<file path="config.mk">
export PLATFORM = sky130hd
export DESIGN_NAME = rtc_time_writer_flat
export DESIGN_NICKNAME = d
export VERILOG_FILES = /design/src/rtl/rtc_time_writer_if.sv /design/src/rtl/rtc_time_writer.sv /design/src/flat_wrapper.sv
export SDC_FILE = /design/constraint.sdc
export NUM_CORES = 1
export LEC_CHECK = 0
export CAP_MARGIN = 20
export CORE_MARGIN = 4
export CORE_UTILIZATION = 50
export CTS_CLUSTER_SIZE = 16
export DETAILED_ROUTE_END_ITERATION = 6
export PLACE_DENSITY = 0.77
export SLEW_MARGIN = 20
export SYNTH_ARGS = -nofsm -noshare
export SYNTH_HDL_FRONTEND = slang
export SYNTH_SLANG_ARGS = --single-unit
export TNS_END_PERCENT = 100
</file>
<file path="constraint.sdc">
create_clock -name clk -period 2.3 [get_ports clk]
set_input_delay 0.46 -clock clk [delete_from_list [all_inputs] [get_ports clk]]
set_output_delay 0.46 -clock clk [all_outputs]
set_load 0.02 [all_outputs]
</file>
<file path="src/rtl/rtc_time_writer_if.sv">
// RTC write-path bundle: edited time/commit from the edit stage, multiplexed
// address/data bus plus status toward the RTC and the top-level bus mux.
interface rtc_time_writer_if;
    logic [7:0] HC;
    logic [7:0] MC;
    logic [7:0] SC;
    logic       AmPm;
    logic       format;
    logic       commit;
    logic [7:0] ad_out;
    logic       ad_oe;
    logic       a_d;
    logic       cs_n;
    logic       wr_n;
    logic       rd_n;
    logic       busy;
    logic       done;

    // Edit stage / testbench side: supplies time and commit, observes bus.
    modport master (
        output HC, MC, SC, AmPm, format, commit,
        input  ad_out, ad_oe, a_d, cs_n, wr_n, rd_n, busy, done
    );

    // Writer side: consumes time and commit, owns the bus outputs.
    modport slave (
        input  HC, MC, SC, AmPm, format, commit,
        output ad_out, ad_oe, a_d, cs_n, wr_n, rd_n, busy, done
    );
endinterface

</file>
<file path="src/rtl/rtc_time_writer.sv">
// Writes a committed BCD time into the external RTC: SEC, MIN, HOUR, then the
// transfer/update command. Each transaction is an address phase followed by a
// data phase, each split into set / strobe / hold sub-phases of T_PH cycles.
// All bus outputs are registered from the next-state values so they never glitch.
module rtc_time_writer #(
    parameter int         T_PH      = 10,
    parameter logic [7:0] ADDR_SEC  = 8'h21,
    parameter logic [7:0] ADDR_MIN  = 8'h22,
    parameter logic [7:0] ADDR_HOUR = 8'h23,
    parameter logic [7:0] ADDR_CMD  = 8'hF2,
    parameter logic [7:0] CMD_DATA  = 8'hF2
) (
    input  logic               clk,
    input  logic               reset,
    rtc_time_writer_if.slave   rtc
);

    localparam int CW = (T_PH > 1) ? $clog2(T_PH) : 1;
    localparam logic [CW-1:0] CNT_LAST = CW'(T_PH - 1);

    typedef enum logic [2:0] {
        S_IDLE, S_A_SET, S_A_WR, S_A_HOLD, S_D_SET, S_D_WR, S_D_HOLD, S_DONE
    } state_t;

    state_t          r_state;
    logic [1:0]      r_idx;
    logic [CW-1:0]   r_cnt;
    logic            r_commit_ref;
    logic [7:0]      r_sec;
    logic [7:0]      r_min;
    logic [7:0]      r_hour;

    logic [7:0]      r_ad_out;
    logic            r_ad_oe;
    logic            r_a_d;
    logic            r_cs_n;
    logic            r_wr_n;
    logic            r_busy;
    logic            r_done;

    state_t          w_ns;
    logic [1:0]      w_nidx;
    logic [CW-1:0]   w_ncnt;
    logic            w_start;
    logic            w_last;
    logic            w_phase;
    logic            w_dph;
    logic            w_wr;
    logic [7:0]      w_addr;
    logic [7:0]      w_data;
    logic [7:0]      w_hour_in;

    assign w_start   = rtc.commit & ~r_commit_ref;
    assign w_last    = (r_cnt == CNT_LAST);
    // In 12 h mode the PM flag rides in bit 7 of the hour byte.
    assign w_hour_in = rtc.format ? {rtc.AmPm, rtc.HC[6:0]} : rtc.HC;

    // Next-state, transaction index and phase counter.
    always_comb begin
        w_ns   = r_state;
        w_nidx = r_idx;
        w_ncnt = r_cnt;
        case (r_state)
            S_IDLE: begin
                if (w_start) begin
                    w_ns   = S_A_SET;
                    w_nidx = 2'd0;
                    w_ncnt = '0;
                end
            end
            S_DONE: w_ns = S_IDLE;
            default: begin
                if (w_last) begin
                    w_ncnt = '0;
                    case (r_state)
                        S_A_SET:  w_ns = S_A_WR;
                        S_A_WR:   w_ns = S_A_HOLD;
                        S_A_HOLD: w_ns = S_D_SET;
                        S_D_SET:  w_ns = S_D_WR;
                        S_D_WR:   w_ns = S_D_HOLD;
                        default: begin
                            // D_HOLD: the command transaction is the last one.
                            if (r_idx == 2'd3) begin
                                w_ns = S_DONE;
                            end else begin
                                w_ns   = S_A_SET;
                                w_nidx = r_idx + 2'd1;
                            end
                        end
                    endcase
                end else begin
                    w_ncnt = r_cnt + 1'b1;
                end
            end
        endcase
    end

    // Address and data byte for the transaction the next state belongs to.
    always_comb begin
        w_addr = ADDR_SEC;
        w_data = r_sec;
        case (w_nidx)
            2'd0: begin w_addr = ADDR_SEC;  w_data = r_sec;    end
            2'd1: begin w_addr = ADDR_MIN;  w_data = r_min;    end
            2'd2: begin w_addr = ADDR_HOUR; w_data = r_hour;   end
            default: begin w_addr = ADDR_CMD; w_data = CMD_DATA; end
        endcase
    end

    assign w_phase = (w_ns != S_IDLE) && (w_ns != S_DONE);
    assign w_dph   = (w_ns == S_D_SET) || (w_ns == S_D_WR) || (w_ns == S_D_HOLD);
    assign w_wr    = (w_ns == S_A_WR) || (w_ns == S_D_WR);

    // State, latched time bytes and registered bus outputs; reset drops the bus at once.
    always_ff @(posedge clk or negedge reset) begin
        if (!reset) begin
            r_state      <= S_IDLE;
            r_idx        <= 2'd0;
            r_cnt        <= '0;
            r_commit_ref <= 1'b0;
            r_sec        <= 8'h00;
            r_min        <= 8'h00;
            r_hour       <= 8'h00;
            r_ad_out     <= 8'h00;
            r_ad_oe      <= 1'b0;
            r_a_d        <= 1'b0;
            r_cs_n       <= 1'b1;
            r_wr_n       <= 1'b1;
            r_busy       <= 1'b0;
            r_done       <= 1'b0;
        end else begin
            r_commit_ref <= rtc.commit;
            r_state      <= w_ns;
            r_idx        <= w_nidx;
            r_cnt        <= w_ncnt;
            // Snapshot inputs only on an accepted start; later edits are ignored.
            if ((r_state == S_IDLE) && w_start) begin
                r_sec  <= rtc.SC;
                r_min  <= rtc.MC;
                r_hour <= w_hour_in;
            end
            r_cs_n   <= ~w_phase;
            r_ad_oe  <= w_phase;
            r_a_d    <= w_dph;
            r_wr_n   <= ~w_wr;
            r_ad_out <= w_phase ? (w_dph ? w_data : w_addr) : 8'h00;
            r_busy   <= (w_ns != S_IDLE);
            r_done   <= (w_ns == S_DONE);
        end
    end

    assign rtc.ad_out = r_ad_out;
    assign rtc.ad_oe  = r_ad_oe;
    assign rtc.a_d    = r_a_d;
    assign rtc.cs_n   = r_cs_n;
    assign rtc.wr_n   = r_wr_n;
    assign rtc.rd_n   = 1'b1;
    assign rtc.busy   = r_busy;
    assign rtc.done   = r_done;

endmodule

</file>
<file path="src/flat_wrapper.sv">
// flat-port wrapper written by rule: the top's interface ports become plain ports
module rtc_time_writer_flat 
#(
    parameter int         T_PH      = 10,
    parameter logic [7:0] ADDR_SEC  = 8'h21,
    parameter logic [7:0] ADDR_MIN  = 8'h22,
    parameter logic [7:0] ADDR_HOUR = 8'h23,
    parameter logic [7:0] ADDR_CMD  = 8'hF2,
    parameter logic [7:0] CMD_DATA  = 8'hF2
)
  (clk, reset, rtc_HC, rtc_MC, rtc_SC, rtc_AmPm, rtc_format, rtc_commit, rtc_ad_out, rtc_ad_oe, rtc_a_d, rtc_cs_n, rtc_wr_n, rtc_rd_n, rtc_busy, rtc_done);
  rtc_time_writer_if rtc_i ();
  input  logic clk;
  input  logic reset;
  input wire logic [$bits(rtc_i.HC)-1:0] rtc_HC;
  input wire logic [$bits(rtc_i.MC)-1:0] rtc_MC;
  input wire logic [$bits(rtc_i.SC)-1:0] rtc_SC;
  input wire logic [$bits(rtc_i.AmPm)-1:0] rtc_AmPm;
  input wire logic [$bits(rtc_i.format)-1:0] rtc_format;
  input wire logic [$bits(rtc_i.commit)-1:0] rtc_commit;
  output wire logic [$bits(rtc_i.ad_out)-1:0] rtc_ad_out;
  output wire logic [$bits(rtc_i.ad_oe)-1:0] rtc_ad_oe;
  output wire logic [$bits(rtc_i.a_d)-1:0] rtc_a_d;
  output wire logic [$bits(rtc_i.cs_n)-1:0] rtc_cs_n;
  output wire logic [$bits(rtc_i.wr_n)-1:0] rtc_wr_n;
  output wire logic [$bits(rtc_i.rd_n)-1:0] rtc_rd_n;
  output wire logic [$bits(rtc_i.busy)-1:0] rtc_busy;
  output wire logic [$bits(rtc_i.done)-1:0] rtc_done;
  assign rtc_i.HC = rtc_HC;
  assign rtc_i.MC = rtc_MC;
  assign rtc_i.SC = rtc_SC;
  assign rtc_i.AmPm = rtc_AmPm;
  assign rtc_i.format = rtc_format;
  assign rtc_i.commit = rtc_commit;
  assign rtc_ad_out = rtc_i.ad_out;
  assign rtc_ad_oe = rtc_i.ad_oe;
  assign rtc_a_d = rtc_i.a_d;
  assign rtc_cs_n = rtc_i.cs_n;
  assign rtc_wr_n = rtc_i.wr_n;
  assign rtc_rd_n = rtc_i.rd_n;
  assign rtc_busy = rtc_i.busy;
  assign rtc_done = rtc_i.done;
  rtc_time_writer #(.T_PH(T_PH), .ADDR_SEC(ADDR_SEC), .ADDR_MIN(ADDR_MIN), .ADDR_HOUR(ADDR_HOUR), .ADDR_CMD(ADDR_CMD), .CMD_DATA(CMD_DATA)) u_core (.clk(clk), .reset(reset), .rtc(rtc_i));
endmodule
</file>
# [After elaboration in Yosys (flattened, before gate mapping)]
# Cells that the tools add are included.
[op_classes] addsub=2 multipliers=0 n_div=0 order_cmp=0 eq_ne=17 shift=0 n_mux=18 n_bitwise=5 reduce_logical=10
[op_table] op="8-bit case mux with 3 select lines" count=2
[op_table] op="8-bit 2-to-1 mux" count=3
[op_table] op="3-bit == test (second input constant)" count=7
[op_table] op="3-bit case mux with 5 select lines" count=1
[op_table] op="3-bit by 2-bit == test with 1-bit output (second input constant)" count=3
[op_table] op="3-bit 2-to-1 mux" count=3
[op_table] op="2-bit 2-to-1 mux" count=4
[op_table] op="4-bit 2-to-1 mux" count=2
[op_table] op="4-bit case mux with 2 select lines" count=1
[op_table] op="3-bit case mux with 2 select lines" count=1
[op_table] op="5-bit OR reduction" count=1
[op_table] op="4-bit by 1-bit adder with 4-bit output (second input constant)" count=1
[op_table] op="2-bit == test (second input constant)" count=2
[op_table] op="4-bit == test (second input constant)" count=1
[op_table] op="1-bit inverter" count=4
[op_table] op="2-bit case mux with 2 select lines" count=1
[op_table] op="3-bit by 1-bit == test with 1-bit output (second input constant)" count=1
[op_table] op="3-bit logical NOT" count=1
[op_table] op="1-bit logical OR" count=3
[op_table] op="3-bit != test (second input constant)" count=1
[op_table] op="3-bit nonzero test" count=1
[op_table] op="2-bit by 1-bit adder with 2-bit output (second input constant)" count=1
[op_table] op="2-bit by 1-bit == test with 1-bit output (second input constant)" count=1
[op_table] op="1-bit logical AND" count=2
[op_table] op="4 further kinds" count=4
[word_totals] reg_bits=48 latch_bits=0 ram_bits=0 rom_bits=0 inputBits=29 output_inout_bits=15 elab_cells=66 mem_count=0

# [Logic depth before layout (Yosys ltp)]
# Gate-level depths: netlist of the first run.
[logic_depth] ltp_word=10 depth_mapped=10 ltp_nobuf=8

# [Worst setup path after synthesis of the first run]
# No wires, ideal clock.
[synth_timing] path_kind="register to register" start="reg u_core.r_cnt[1]" end="reg u_core.r_ad_out[5] (netlist: u_core.rtc.ad_out[5])" setup_time_ns=0.129 arrival_ns=1.749 required_time_ns=2.171 setup_slack_ns=0.421 path_stages_with_launch=10 n_path_buf=2 synth_period_minus_slack_ns=1.879 path_cell_list="dfrtp_1 inv_1 ha_1 and3b_1 clkbuf_2 a31oi_1 o22a_1 buf_6 mux2i_1 o41a_1"
[synth_via] elab_chain_len=8 word_cells_on_any_way=19 cone_classes="eq/ne: 7; mux: 7; reduce/logical: 5"
[synth_rtl] item="from (decl)" line_no="rtc_time_writer.sv:27" text="logic [CW-1:0] r_cnt;"
[synth_rtl] item="from (signal assigned)" line_no="rtc_time_writer.sv:135" text="r_cnt <= w_ncnt;"
[synth_rtl] item="4-bit == test (*)" line_no="rtc_time_writer.sv:54" text="assign w_last = (r_cnt == CNT_LAST);"
[synth_rtl] item="parallel branches: the longest is 6 deep, another holds 8-bit case mux with 3 select lines"
[synth_rtl] item="8-bit 2-to-1 mux (*)" line_no="rtc_time_writer.sv:146" text="r_ad_out <= w_phase ? (w_dph ? w_data : w_addr) : 8'h00;"
[synth_rtl] item="to (signal assigned)" line_no="rtc_time_writer.sv:146"
[synth_rtl] item="to (decl)" line_no="rtc_time_writer.sv:33" text="logic [7:0] r_ad_out;"
# Every way passes the cells marked *.
# A chain may end at the register's enable or synchronous reset.

# [Final worst setup path of the first run]
[layout_timing] start="reg u_core.r_cnt[1]" end="reg u_core.r_ad_out[7] (netlist: u_core.rtc.ad_out[7])"
# The elaborated chain is that of the path after synthesis.

==> results of run 1 <==
[cell usage in the layout (no fill, tap or decap), types with 2 or more instances in the layout]
| cell | count |
|---|---|
| and2_1 | 2 |
| nor2_1 | 2 |
| clkbuf_8 | 6 |
| a211oi_1 | 2 |
| a21o_1 | 2 |
| o22a_1 | 2 |
| o211ai_1 | 3 |
| nand4b_1 | 2 |
| mux2_2 | 25 |
| clkdlybuf4s50_1 | 41 |
| and3_1 | 3 |
| nor3b_1 | 2 |
| buf_4 | 8 |
| ha_1 | 2 |
| nand2_1 | 11 |
| a31oi_1 | 2 |
| inv_1 | 9 |
| o31ai_1 | 2 |
| nand3b_1 | 2 |
| dfrtp_1 | 46 |
| nand3_1 | 11 |
| dfstp_2 | 2 |
| o22ai_1 | 3 |
| o21ai_0 | 10 |
| mux2i_1 | 9 |
| a21oi_1 | 6 |
| o311a_1 | 3 |
| buf_12 | 3 |
| nor3_1 | 3 |
| or2_2 | 2 |
[path summary, 6_finish.rpt]
check                                                  start                        endpoint  slack (ns)  cells after the start
worst min register to register  u_core.r_hour[7]$_DFFE_PN0P_    u_core.r_hour[7]$_DFFE_PN0P_        0.50                      2
worst min-delay path                                   reset     u_core.r_cnt[1]$_DFFE_PN0P_        0.12                      2
min in group clk                u_core.r_hour[7]$_DFFE_PN0P_    u_core.r_hour[7]$_DFFE_PN0P_        0.50                      2
worst max-delay path             u_core.r_cnt[1]$_DFFE_PN0P_  u_core.rtc.ad_out[7]$_DFF_PN0_        0.18                      8
worst max register to register   u_core.r_cnt[1]$_DFFE_PN0P_  u_core.rtc.ad_out[7]$_DFF_PN0_        0.18                      8
max in group asynchronous                              reset       u_core.rtc.cs_n$_DFF_PN1_        1.89                      2
[per-layer routing]
layer | routed length [um] | GRT usage | up-vias | part of all wire
li1 | - | - | 826 | -
met1 | 2000 | 0.221 | 819 | 0.45
met2 | 2170 | 0.262 | 46 | 0.49
met3 | 230 | 0.0402 | 7 | 0.052
met4 | 65 | 0.0543 | 0 | 0.015
met5 | 0 | 0 | - | 0
[kinds of logic (layout without fill, tap and decap cells)]
| logic type | after synthesis | after routing | share of synthesized area |
|---|---|---|---|
| and+or+nand+nor | 51 | 51 | 0.125 |
| DFF | 48 | 48 | 0.516 |
| AOI/OAI and AO/OA | 43 | 43 | 0.125 |
| muxes | 34 | 34 | 0.159 |
| buffers and inverters | 24 | 71 | 0.0579 |
| adders and majority gates | 3 | 3 | 0.0150 |
| other | 1 | 1 | 0.00161 |
[registers in the layout, summed over array words and instances, names as in the netlist]
register,cells
u_core.rtc.busy,1
u_core.rtc.wr_n,1
u_core.rtc.cs_n,1
u_core.r_hour,8
u_core.r_commit_ref,1
u_core.rtc.ad_oe,1
u_core.r_cnt,4
u_core.r_sec,8
u_core.r_min,8
u_core.r_state,3
u_core.rtc.done,1
u_core.rtc.ad_out,8
u_core.rtc.a_d,1
u_core.r_idx,2
[worst max-delay path: cells and delay by family, from the launching register on]
kind | cells | cell delay (ns)
adder cells (fa/ha/maj) | 1 | 0.19
AO/OA/AOI/OAI | 4 | 0.87
buffers and inverters | 2 | 0.24
AND/OR/NAND/NOR | 1 | 0.33
flip-flops | 1 | 0.42
[final cells by class]
| class | instances | area share |
|---|---|---|
| clock buffer | 6 | 0.0279 |
| clock inverter | 2 | 0.0131 |
| inverter | 10 | 0.0127 |
| multi-input combinational | 132 | 0.337 |
| sequential | 48 | 0.407 |
| tap | 52 | 0.0220 |
| timing repair buffer | 53 | 0.181 |
[stage by stage]
stage	power, W	worst slack (ns)	hold WS, ns
6_report	0.00155	0.177	0.116
5_1_grt	0.00161	0.0262	0.133
4_1_cts	0.00157	0.186	0.134
3_5_place_dp	0.000935	0.0488	0.462
3_3_place_gp	0.000934	0.0873	0.461
2_1_floorplan	0.000867	0.421	0.164
[synthesized netlist by cell type, drive strengths merged, types with 3 or more instances]
library cell   n  area, sq um
a21oi          6         30.0
and2           3         21.3
and3           3         18.8
buf           12         88.8
dfrtp         46         1150
inv            9         33.8
mux2          25          282
mux2i          9         90.1
nand2         11         41.3
nand3         11         55.1
nor2           3         13.8
nor3           4         25.0
o211ai         3         22.5
o21ai         11         55.1
o22ai          3         18.8
o311a          3         30.0
or2            3         18.8
[report_power, final]
part	switching, W	leakage (nW)	internal (W)	total (W)
logic	0.0000253	0.601	0.0000464	0.0000717
clock network	0.000275	0.0614	0.000355	0.000630
registers	0.000000114	0.631	0.000844	0.000844
==> results_dict.tcl, run 1 <==
set metrics [dict create \
    initial_core_util 0.525 \
    async_reset_ff_frac 1.00 \
    numCtsBuffers 5 \
    crit_chain "inv_1 -> ha_1 -> and3b_1 -> a31oi_1 -> o22a_1 -> buf_12 -> o311a_1 -> a31oi_1" \
    syn_to_final_growth_pct 26.7 \
    ant_nets 0 \
    fmax_mhz 471 \
    rsz0062_at_grt "false" \
    ff_latch_area_sq_mm 0.00120 \
    synthFlopType "dfrtp_1" \
    drc_errors 0 \
    max_stage_delay_ns 0.42 \
    syn_inst 204 \
    multi_input_area_sq_um 996 \
    postCtsSetupRepairBufs 0 \
    place_congestion 0.864 \
    clock-sinks 48 \
    die_h_um 76.3 \
    fin_nets 281 \
    endpoint_kind "flop" \
    hold_class "in -> async" \
    layout-drive-gt1-share 0.211 \
    wirelength_um 4470 \
    nFillCells 361 \
    wl_per_cell_um 14.7 \
    drt-initial-drc-count 68 \
    setup_tns_ns 0 \
    clk-insertion-delay-late_ns 0.30 \
    place_inst 295 \
    die_area_sq_mm 0.00583 \
    setup_viol 0 \
    synth_edf_count 0 \
    max_cap_violations 0 \
    path_common_cell "a31oi_1" \
    synth.yosys.seq_area_share 0.516 \
    placed_cell_area_sq_mm 0.00284 \
    ys_types 54 \
    htree_levels 2 \
    vias 1698 \
    viasPerCell 5.60 \
    ios 44 \
    yosys_warnings 0 \
    p_per_area_mw_per_mm2 523 \
    diodes 0 \
    syn_area_per_cell_sq_um 11.4 \
    worstPathRequired_ns 2.52 \
    slowest_stage "dfrtp_1" \
    outcome "finished clean" \
    layout_min_cycle_time_ns 2.12 \
    post_cts_resize_count 0 \
    grt_pass1_wl_um 7730 \
    period_share 0.923 \
    p_leak_nw 1.29 \
    postCtsHoldBufs 0 \
    crit_type "reg -> reg" \
    hpwl_um 3400 \
    overflow 0 \
    clockBufferDepth 2 \
    synth_seq_cells 48 \
    fin_util 0.666 \
    gr-usage-all-layers 0.165 \
    netlist_area_sq_mm 0.00233 \
    first_pass_iters 4 \
    finalMaxSlewViolations 0 \
    stdcell_area_sq_mm 0.00296 \
    cts_tree "yes" \
    rows 24 \
    ir_drop_mv 0.287 \
    fin_cells 303 \
    grt_start_max_net_pins 49 \
    arrival_ns 2.35 \
    port_buffers 42 \
    grt_pass1_vias 1624 \
    crit_fanout 9 \
    antenna_found_initial 0 \
    clockRootBuffer "clkbuf_8" \
    dieWidth_um 76.3 \
    finClkSkew_ns 0.00379 \
    core_sq_mm 0.00444 \
    cp-start-kind "flop" \
    path_clk_slew_ns 0.09 \
    hold_viol_final 0 \
    synth_nets 235 \
]
Note: power is estimated with default switching activity, not from simulation.
==> inputs of run 2 (changes only) <==
--- a/config.mk
+++ b/config.mk
@@ -7,10 +7,9 @@
 export LEC_CHECK = 0
 export CAP_MARGIN = 20
 export CORE_MARGIN = 4
-export CORE_UTILIZATION = 50
+export CORE_UTILIZATION = 35
 export CTS_CLUSTER_SIZE = 16
 export DETAILED_ROUTE_END_ITERATION = 6
-export PLACE_DENSITY = 0.77
 export SLEW_MARGIN = 20
 export SYNTH_ARGS = -nofsm -noshare
 export SYNTH_HDL_FRONTEND = slang
==> results_dict.tcl, run 2 (synthesis results as in run 1) <==
set metrics [dict create \
    diodes 0 \
    p_leak_nw 1.27 \
    layout-drive-gt1-share 0.226 \
    wl_per_cell_um 14.0 \
    first_pass_iters 4 \
    numCtsBuffers 5 \
    p_per_area_mw_per_mm2 489 \
    slowest_stage "dfrtp_1" \
    worstPathRequired_ns 2.52 \
    die_h_um 89.7 \
    multi_input_area_sq_mm 0.00100 \
    viasPerCell 5.16 \
    grt_pass1_wl_um 7920 \
    cp-start-kind "flop" \
    cts_tree "yes" \
    path_clk_slew_ns 0.09 \
    max_stage_delay_ns 0.43 \
    antenna_found_initial 0 \
    syn_to_final_growth_pct 26.7 \
    outcome "finished clean" \
    crit_type "reg -> reg" \
    core_sq_mm 0.00642 \
    drc_errors 0 \
    setup_viol 0 \
    finClkSkew_ns 0.00818 \
    ios 44 \
    rows 29 \
    setup_tns_ns 0 \
    arrival_ns 2.28 \
    nFillCells 614 \
    gr-usage-all-layers 0.127 \
    clk-insertion-delay-late_ns 0.30 \
    fmax_mhz 486 \
    clock-sinks 48 \
    ff_latch_area_sq_mm 0.00120 \
    r2r_start "u_core.r_cnt[1]$_DFFE_PN0P_" \
    overflow 0 \
    ant_nets 0 \
    hold_class "in -> async" \
    hpwl_um 3440 \
    grt_pass1_vias 1716 \
    place_inst 319 \
    fin_cells 329 \
    placed_cell_area_sq_mm 0.00284 \
    whs_ns 0.103 \
    grt_start_max_net_pins 22 \
    die_area_sq_mm 0.00804 \
    max_cap_violations 0 \
    drt-initial-drc-count 92 \
    port_buffers 42 \
    hold_viol_final 0 \
    r2r_setup_slack_ns 0.24 \
    clockRootBuffer "clkbuf_8" \
    place_congestion 0.791 \
    rsz0062_at_grt "false" \
    fin_util 0.461 \
    fin_nets 282 \
    crit_chain "inv_1 -> ha_1 -> nor4bb_2 -> and2_1 -> nor2_2 -> buf_4 -> o311a_1 -> a31oi_1" \
    clockBufferDepth 2 \
    stdcell_area_sq_mm 0.00296 \
    htree_levels 2 \
    endpoint_kind "flop" \
    dieWidth_um 89.7 \
    layout_min_cycle_time_ns 2.06 \
    initial_core_util 0.364 \
    timing.rr.end "u_core.rtc.ad_out[7]$_DFF_PN0_" \
    vias 1699 \
    layout_common_cells "dfrtp_1, clkdlybuf4s50_1, mux2_2" \
    crit_fanout 10 \
    period_share 0.895 \
    ir_drop_mv 0.281 \
    wirelength_um 4620 \
    final_common_cell "dfrtp_1" \
    rr_worst_depth 8 \
    finalMaxSlewViolations 0 \
]
==> run 2: cell count changes in the layout (fill, tap and decap cells not counted), sizes merged <==
cell and delta:
buf +1, bufinv -1, clkinv -1, clkinvlp +2
==> run 2: worst max-delay path by stage <==
stage / startpoint / to / slack [ns] / cells past startpoint
after floorplan: u_core.r_cnt[1]$_DFFE_PN0P_ / u_core.rtc.ad_out[5]$_DFF_PN0_ / 0.42 / 9
after global placement: rtc_commit / u_core.rtc.ad_out[7]$_DFF_PN0_ / 0.06 / 7
final: u_core.r_cnt[1]$_DFFE_PN0P_ / u_core.rtc.ad_out[7]$_DFF_PN0_ / 0.24 / 8
after global routing: u_core.r_cnt[1]$_DFFE_PN0P_ / u_core.rtc.ad_out[7]$_DFF_PN0_ / 0.05 / 8
after CTS: u_core.r_cnt[1]$_DFFE_PN0P_ / u_core.rtc.ad_out[3]$_DFF_PN0_ / 0.13 / 8
after detailed placement: rtc_commit / u_core.rtc.ad_out[7]$_DFF_PN0_ / 0.005 / 7
==> run 2: per-stage QoR <==
step,setup slack (ns),total power (W)
global placement,0.0622,0.000933
finish,0.242,0.00145
detailed placement,0.00478,0.000934
global route,0.0473,0.00151
floorplan,0.421,0.000867
CTS,0.132,0.00147
==> run 2: where the power goes <==
part | switching (W) | leakage (nW) | total [W] | internal, W
registers | 0.000000248 | 0.631 | 0.000844 | 0.000844
clock network | 0.000287 | 0.0434 | 0.000531 | 0.000244
logic | 0.0000254 | 0.593 | 0.0000704 | 0.0000450
total | 0.000313 | 1.27 | 0.00145 | 0.00113
==> run 2: metal layers <==
metal | global-route usage | vias to the layer above | wire (um)
li1 | - | 825 | -
met1 | 0.175 | 839 | 2250
met2 | 0.197 | 29 | 2150
met3 | 0.0265 | 6 | 150
met4 | 0.0487 | 0 | 76
met5 | 0 | - | 0
==> run 2: timing repair <==
action	4_1_cts	5_1_grt
endpoints found under the hold margin	0	0
endpoints found under the setup margin	0	5
hold buffers	0	0
setup buffers	0	2
resized for setup	0	3
==> run 2: area by class of cell <==
type | instances | share of cell area
flip-flops and latches | 48 | 0.407
multi-input cells | 132 | 0.340
repair buffers | 54 | 0.175
well taps | 77 | 0.0326
clock buffers | 6 | 0.0279
inverters | 10 | 0.0127
clock inverters | 2 | 0.00508
==> run 2: worst max-delay path, delay by kind of cell, from the launching register on <==
kind	cells	cell delay [ns]
AOI/OAI and AO/OA	2	0.48
adders and majority gates	1	0.19
buffers and inverters	2	0.24
DFF	1	0.43
and+or+nand+nor	3	0.63
